<file path="src/rtl/ham_15_11_pkg.sv">
// Shared Hamming (15,11) constants, types and helpers used by both the
// encoder and the decoder of the pair.
package ham_15_11_pkg;

  localparam int HAM_N = 15;
  localparam int HAM_K = 11;
  localparam int HAM_R = 4;

  // Codeword position (1-based) carrying data bit d0..d10
  localparam int DATA_POS [0:HAM_K-1] = '{3, 5, 6, 7, 9, 10, 11, 12, 13, 14, 15};

  typedef struct packed {
    logic [HAM_K-1:0] data;
    logic             err;
    logic [HAM_R-1:0] pos;
  } ham_dec_out_t;

  // s[k] covers every position whose 1-based index has bit k set
  function automatic logic [HAM_R-1:0] ham_syndrome(input logic [HAM_N-1:0] cw);
    logic [HAM_R-1:0] s;
    s = '0;
    for (int p = 1; p <= HAM_N; p++) begin
      for (int k = 0; k < HAM_R; k++) begin
        if (p[k]) s[k] = s[k] ^ cw[p-1];
      end
    end
    return s;
  endfunction

  function automatic logic [HAM_K-1:0] ham_extract(input logic [HAM_N-1:0] cw);
    logic [HAM_K-1:0] d;
    d = '0;
    for (int i = 0; i < HAM_K; i++) begin
      d[i] = cw[DATA_POS[i]-1];
    end
    return d;
  endfunction

endpackage

</file>
<file path="src/rtl/ham_15_11_dec_core.sv">
// Combinational correction and data extraction for one codeword, given its
// already-computed syndrome.
module ham_15_11_dec_core
  import ham_15_11_pkg::*;
(
  input  logic [HAM_N-1:0] cw_i,
  input  logic [HAM_R-1:0] syn_i,
  output ham_dec_out_t     out_o
);

  logic [HAM_N-1:0] fixed_cw;

  // The syndrome names the 1-based position to flip; zero flips nothing
  for (genvar gi = 0; gi < HAM_N; gi++) begin : g_flip
    assign fixed_cw[gi] = cw_i[gi] ^ (syn_i == HAM_R'(gi + 1));
  end

  always_comb begin
    out_o.data = ham_extract(fixed_cw);
    out_o.err  = |syn_i;
    out_o.pos  = syn_i;
  end

endmodule

</file>
<file path="src/rtl/ham_15_11_dec.sv">
// Two-stage Hamming (15,11) SEC decoder with valid/ready on both sides.
// Define HAM_15_11_DEC_ERR_CNT_EN to build the saturating corrected-error counter.
module ham_15_11_dec
  import ham_15_11_pkg::*;
#(
  parameter int CNT_W = 16
) (
  input  logic                clk_i,
  input  logic                rst_i,
  input  logic [HAM_N-1:0]    data_i,
  input  logic                valid_i,
  output logic                ready_o,
  output logic [HAM_K-1:0]    data_o,
  output logic                err_o,
  output logic [HAM_R-1:0]    err_pos_o,
  output logic                valid_o,
  input  logic                ready_i,
  input  logic                cnt_clr_i,
  output logic [CNT_W-1:0]    err_cnt_o
);

  logic             s1_valid_q, s1_valid_d;
  logic [HAM_N-1:0] s1_cw_q, s1_cw_d;
  logic [HAM_R-1:0] s1_syn_q, s1_syn_d;
  logic             s2_valid_q, s2_valid_d;
  ham_dec_out_t     s2_q, s2_d;
  ham_dec_out_t     core_out;
  logic             s2_adv;
  logic             s1_load;

  // A stage may load when it is empty or its occupant leaves this cycle
  assign s2_adv  = ~s2_valid_q | ready_i;
  assign s1_load = ~s1_valid_q | s2_adv;
  assign ready_o = s1_load;

  ham_15_11_dec_core u_core (
    .cw_i  (s1_cw_q),
    .syn_i (s1_syn_q),
    .out_o (core_out)
  );

  always_comb begin
    s1_valid_d = s1_valid_q;
    s1_cw_d    = s1_cw_q;
    s1_syn_d   = s1_syn_q;
    s2_valid_d = s2_valid_q;
    s2_d       = s2_q;
    if (s1_load) begin
      s1_valid_d = valid_i;
      if (valid_i) begin
        s1_cw_d  = data_i;
        s1_syn_d = ham_syndrome(data_i);
      end
    end
    if (s2_adv) begin
      s2_valid_d = s1_valid_q;
      if (s1_valid_q) s2_d = core_out;
    end
  end

  always_ff @(posedge clk_i or posedge rst_i) begin
    if (rst_i) begin
      s1_valid_q <= 1'b0;
      s1_cw_q    <= '0;
      s1_syn_q   <= '0;
      s2_valid_q <= 1'b0;
      s2_q       <= '0;
    end else begin
      s1_valid_q <= s1_valid_d;
      s1_cw_q    <= s1_cw_d;
      s1_syn_q   <= s1_syn_d;
      s2_valid_q <= s2_valid_d;
      s2_q       <= s2_d;
    end
  end

  assign valid_o   = s2_valid_q;
  assign data_o    = s2_q.data;
  assign err_o     = s2_q.err;
  assign err_pos_o = s2_q.pos;

`ifdef HAM_15_11_DEC_ERR_CNT_EN
  logic [CNT_W-1:0] err_cnt_q, err_cnt_d;
  logic             out_xfer;

  assign out_xfer = s2_valid_q & ready_i;

  // Clear wins over a same-cycle increment; the count sticks at all-ones
  always_comb begin
    err_cnt_d = err_cnt_q;
    if (cnt_clr_i) begin
      err_cnt_d = '0;
    end else if (out_xfer && s2_q.err && (err_cnt_q != {CNT_W{1'b1}})) begin
      err_cnt_d = err_cnt_q + CNT_W'(1);
    end
  end

  always_ff @(posedge clk_i or posedge rst_i) begin
    if (rst_i) err_cnt_q <= '0;
    else       err_cnt_q <= err_cnt_d;
  end

  assign err_cnt_o = err_cnt_q;
`else
  logic unused_cnt_clr;
  assign unused_cnt_clr = cnt_clr_i;
  assign err_cnt_o      = '0;
`endif

endmodule

</file>
<file path="config.mk">
export PLATFORM = sky130hd
export DESIGN_NAME = ham_15_11_dec
export DESIGN_NICKNAME = d
export VERILOG_FILES = /design/src/rtl/ham_15_11_pkg.sv /design/src/rtl/ham_15_11_dec_core.sv /design/src/rtl/ham_15_11_dec.sv
export SDC_FILE = /design/constraint.sdc
export NUM_CORES = 1
export LEC_CHECK = 0
export ABC_AREA = 0
export CAP_MARGIN = 20
export CORE_ASPECT_RATIO = 1.4
export CORE_MARGIN = 4
export CORE_UTILIZATION = 48
export DETAILED_ROUTE_END_ITERATION = 10
export GPL_ROUTABILITY_DRIVEN = 0
export PLACE_DENSITY_LB_ADDON = 0.2
export SLEW_MARGIN = 0
export SYNTH_ARGS = -nofsm -noshare
export SYNTH_HDL_FRONTEND = slang
export SYNTH_HIERARCHICAL = 1
export SYNTH_SLANG_ARGS = --single-unit
</file>
<file path="constraint.sdc">
create_clock -name clk_i -period 1.6 [get_ports clk_i]
set_input_delay 0.24 -clock clk_i [delete_from_list [all_inputs] [get_ports clk_i]]
set_output_delay 0.24 -clock clk_i [all_outputs]
set_load 0.02 [all_outputs]
</file>
==> run_results.csv, run 1 <==
group,metric,value,unit
timing,fin_skew,0.004676,ns
drt,wl_met2,1599,um
worst_hold_path,worstHoldPathType,"input port to asynchronous set/reset pin",
die,ios,54,
drt,antenna_left,0,
flow_run,cap_violations,0,
drt,wl_per_cell,13.42,um
cts,clk_pin_slew,0.07,ns
yosys,synth_area,1842,sq um
critical_path,criticalPathCategory,"flip-flop to output pin",
critical_path,crit_buf_inv,1,
layout,postLayoutCoreUtil,0.6103,
timing,hold_viol_final,0,
layout,synthToLayoutAreaGrowth,21.81,%
timing,slew_viol_final,0,
drt,met3_wirelength,209,um
die,rows,26,
critical_path,cp-start-kind,"flip-flop",
drt,top_layer_used,"met4",
cts,h-tree-depth,2,
status,status,"complete, no violations",
drt,via_per_inst,4.880,
global_routing,grt_usage,0.1361,
critical_path,critical_path.top_delay_family,"buffers and inverters",
critical_path,cpMaxStageDelayCell,"clkdlybuf4s50_1",
layout,antenna_cells,0,
cts,cts_buffers,5,
cts,cts_tree,"built",
die,die_width,60.35,um
yosys,synthCells,148,
placed_design,dp.cells,217,
layout,nFillCells,322,
critical_path,max_stage_delay,0.62,ns
critical_path,crit_chain,"clkdlybuf4s50_1",
drt,num_vias,1098,
layout,stdcell_count,225,
pwr,irDropWorstVdd,0.7919,mV
cts,clk_latency,0.28,ns
global_routing,grt_pass1_vias,1058,
drt,met1_length,1156,um
global_routing,antenna_found_initial,0,
cts,cts_max_path_buffers,2,
layout,nets,202,
die,core,3676,sq um
yosys,syn_avg_cell_area,12.44,sq um
drt,routed_wl,3019,um
placed_design,io_buffers,36,
critical_path,required,1.36,ns
drt,drtPass1Iterations,4,
timing,setup_violations,0,
cts,hold_buffers,0,
critical_path,crit_path_max_fanout,3,
timing,fin_crit,1.527,ns
die,initial_utilization,0.5010,
die,fp.dieArea,4906,sq um
global_routing,grt_pass1_wl,4857,um
timing,max_freq,655.0,MHz
global_routing,grt_remaining_overflow,0,
global_routing,grt_max_degree,34,
critical_path,endpoint_kind,"output pin",
yosys,synth.yosys.warnings,6,
drt,post-route-drc-count,0,
timing,rsz0062_at_grt,"no",
drt,drt-initial-drc-count,14,
critical_path,arrival,1.29,ns
cts,clock-root-buffer,"clkbuf_8",
cts,clock-sinks,33,
placed_design,hpwl,2280,um
die,die_h,81.29,um
timing,fin_crit_sh,0.9542,
pwr,p_per_area,1420,nW/um^2
layout,layout-drive-gt1-share,0.2514,
pwr,cellLeakagePower,0.9364,nW
-- sequential cells by signal (all words and copies together) (netlist names) --
signal and cells:
data_o 11, s1_cw_q 11, s1_syn_q 4, s1_valid_q 1, valid_o 1, err_pos_o 4, err_o 1
-- path summary, 6_finish.rpt --
kind	startpoint	to	slack, ns	cells past startpoint
worst max-delay path	valid_o	valid_o	0.07	1
worst min-delay path	rst_i	s1_valid_q	0.35	3
worst max register to register	s1_syn_q[1]	err_o	0.13	2
worst min register to register	data_o[0]	data_o[0]	0.50	1
max in group asynchronous	rst_i	s1_cw_q[4]	0.95	3
min in group clk_i	data_o[0]	data_o[0]	0.50	1
-- cell usage in the layout (no fill, tap or decap), types with 2 or more instances in the layout --
master           count
and4bb_1             3
and4bb_2             3
buf_4                2
clkbuf_8             7
clkdlybuf4s50_1     35
conb_1              16
dfrtp_1             33
mux2_2              27
nand2_1              4
nand2_2              2
nand2b_1             3
nand4b_1             4
o21ai_1              4
xnor2_1             26
xor2_1               6
-- metrics by stage --
step	area (sq um)	setup WS, ns	setup TNS, ns	hold slack, ns	total power [mW]
6_report	2243	0.07329	0	0.3473	3.186
5_1_grt	2243	0.01678	0	0.4002	3.374
4_1_cts	2243	0.04751	0	0.3485	3.236
3_5_place_dp	2143	-0.09890	-0.8199	0.4925	2.546
3_3_place_gp	2143	-0.09596	-0.5856	0.4871	2.506
2_1_floorplan	1898	0.1797	0	0.3484	2.132
-- layout make-up --
type / count / area, sq um / area share
clock buffers: 7 / 96.34 / 0.04294
clock inverters: 1 / 5.005 / 0.002231
inverters: 1 / 3.754 / 0.001673
multi-input cells: 102 / 865.8 / 0.3859
flip-flops and latches: 33 / 825.8 / 0.3681
well taps: 42 / 52.55 / 0.02342
repair buffers: 39 / 394.1 / 0.1757
-- where the power goes --
group / internal (mW) / switching [mW] / total (mW)
registers: 1.08 / 0.226 / 1.30
logic: 0.684 / 0.519 / 1.20
clock network: 0.388 / 0.291 / 0.679
-- routing by layer --
layer / vias up / GRT usage
li1: 529 / -
met1: 527 / 0.1473
met2: 36 / 0.2338
met3: 6 / 0.04769
met4: 0 / 0.05987
met5: - / 0
-- worst register-to-register path, stage by stage, from the launching register on --
cell     delay, ns
dfrtp_1       0.52
or4_4         0.57
mux2_2        0.26
-- timing repair --
item | 4_1_cts | 5_1_grt
buffers inserted | 0 | 0
endpoints found under the setup margin | 1 | 0
gates resized for setup | 1 | 0
Note: power is estimated with default switching activity, not from simulation.
==> run 2, diff against run 1 <==
--- a/config.mk
+++ b/config.mk
@@ -11,7 +11,6 @@
 export CORE_MARGIN = 4
 export CORE_UTILIZATION = 48
 export DETAILED_ROUTE_END_ITERATION = 10
-export GPL_ROUTABILITY_DRIVEN = 0
 export PLACE_DENSITY_LB_ADDON = 0.2
 export SLEW_MARGIN = 0
 export SYNTH_ARGS = -nofsm -noshare
==> results of run 2 <==
No change in the layout: final DEF, timing and power equal those of run 1.
==> run 3, diff against run 2 <==
--- a/config.mk
+++ b/config.mk
@@ -7,7 +7,7 @@
 export LEC_CHECK = 0
 export ABC_AREA = 0
 export CAP_MARGIN = 20
-export CORE_ASPECT_RATIO = 1.4
+export CORE_ASPECT_RATIO = 0.9
 export CORE_MARGIN = 4
 export CORE_UTILIZATION = 48
 export DETAILED_ROUTE_END_ITERATION = 10
==> run_results.csv, run 3 (synthesis gave the netlist of run 1 again) <==
group,metric,value,unit
cts,clk_pin_slew,0.06,ns
critical_path,r2r-start,"s1_syn_q[0]",
pwr,irDropWorstVdd,0.4874,mV
global_routing,gr-usage-met3,0.04977,
die,initial_utilization,0.4971,
critical_path,required,1.36,ns
placed_design,dp_slack,-0.1074,ns
critical_path,r2r_end,"err_o",
timing,setup_violations,0,
critical_path,crit_path_start,"valid_o",
drt,routed_wl,3080,um
timing,fin_skew,0.006926,ns
flow_run,cap_violations,0,
die,die_width,73.30,um
global_routing,antenna_found_initial,0,
critical_path,cp-start-kind,"flip-flop",
critical_path,setup.worst_path.end,"valid_o",
timing,fin_crit_sh,0.9678,
timing,worst_slack,0.05153,ns
critical_path,crit_path_max_fanout,3,
timing,max_freq,645.8,MHz
critical_path,criticalPathCategory,"flip-flop to output pin",
global_routing,gr-usage-met2,0.2165,
critical_path,arrival,1.31,ns
critical_path,crit_buf_inv,1,
global_routing,grt_util_met1,0.1851,
worst_hold_path,worstHoldPathType,"input port to asynchronous set/reset pin",
cts,clock-sinks,33,
global_routing,grt_pass1_vias,1075,
layout,synthToLayoutAreaGrowth,21.74,%
global_routing,grt_max_degree,34,
timing,hold_viol_final,0,
layout,nets,204,
critical_path,endpoint_kind,"output pin",
drt,antenna_left,0,
die,die_h,66.77,um
layout,postLayoutCoreUtil,0.6052,
die,rows,21,
die,ios,54,
critical_path,cpMaxStageDelayCell,"clkdlybuf4s50_1",
critical_path,rr_worst_depth,2,
critical_path,crit_chain,"clkdlybuf4s50_1",
global_routing,grt_remaining_overflow,0,
global_routing,grt_busiest_layer,"met2",
layout,layout_common_cells,"35 x clkdlybuf4s50_1, 33 x dfrtp_1, 27 x mux2_2",
drt,drtPass1Iterations,3,
drt,drt-initial-drc-count,27,
layout,layout-drive-gt1-share,0.2432,
timing,fin_crit,1.548,ns
critical_path,worst-path-stages,1,
layout,stdcell_count,231,
timing,rsz0062_at_grt,"no",
placed_design,dp.cells,223,
placed_design,gp_congestion,0.7298,
layout,antenna_cells,0,
pwr,p_per_area,1396,nW/um^2
cts,clock-root-buffer,"clkbuf_8",
layout,final_common_cell,"clkdlybuf4s50_1",
cts,h-tree-depth,2,
die,fp.dieArea,4894,sq um
critical_path,critical_path.top_delay_family,"buffers and inverters",
drt,wl_per_cell,13.33,um
placed_design,hpwl,2404,um
status,status,"complete, no violations",
cts,cts_max_path_buffers,2,
drt,via_per_inst,4.667,
drt,post-route-drc-count,0,
die,core,3705,sq um
critical_path,max_stage_delay,0.64,ns
cts,clk_latency,0.28,ns
critical_path,rrSetupSlack,0.16,ns
timing,slew_viol_final,0,
pwr,cellLeakagePower,0.9315,nW
global_routing,grt_usage,0.1412,
timing,holdWs,0.3488,ns
cts,cts_buffers,5,
cts,cts_tree,"built",
global_routing,grt_pass1_wl,5112,um
drt,num_vias,1078,
placed_design,io_buffers,36,
run 3: worst min-delay path by stage:
stage,startpoint,endpoint,slack (ns),depth (start not counted)
detailed placement,data_o[1],data_o[1],0.49,1
global placement,data_o[7],data_o[7],0.49,1
floorplan,valid_i,s1_valid_q,0.35,1
global route,rst_i,data_o[5],0.42,3
finish,rst_i,data_o[5],0.35,3
CTS,rst_i,data_o[8],0.37,3
run 3: final cells by class:
class	count	area (sq um)
fillers	301	1463
clock buffers	8	80.08
repair buffers	41	409.1
multi-input cells	102	865.8
inverters	1	3.754
flip-flops and latches	33	825.8
well taps	46	57.56
run 3: power by group:
| group | internal (mW) | switching [mW] |
|---|---|---|
| sequential | 1.08 | 0.211 |
| clock | 0.309 | 0.277 |
| combinational | 0.705 | 0.550 |
| total | 2.09 | 1.04 |
run 3: stage by stage:
step | setup TNS, ns | total power, mW | instance area [sq um]
3_5_place_dp | -0.6223 | 2.578 | 2163
5_1_grt | 0 | 3.310 | 2242
3_3_place_gp | -0.1957 | 2.532 | 2163
6_report | 0 | 3.129 | 2242
2_1_floorplan | 0 | 2.132 | 1898
4_1_cts | 0 | 3.167 | 2242
run 3: what timing repair did:
| item | in CTS | in global routing |
|---|---|---|
| gates resized for setup | 1 | 0 |
| hold buffers | 0 | 0 |
| setup buffers | 0 | 0 |
| setup endpoints to repair | 1 | 0 |
| hold endpoints to repair | 0 | 0 |
run 3: routing by layer:
layer	vias to the layer above	wire length, um
met2	40	1402
met1	502	1425
met4	0	17
met5	-	0
li1	534	-
met3	2	235
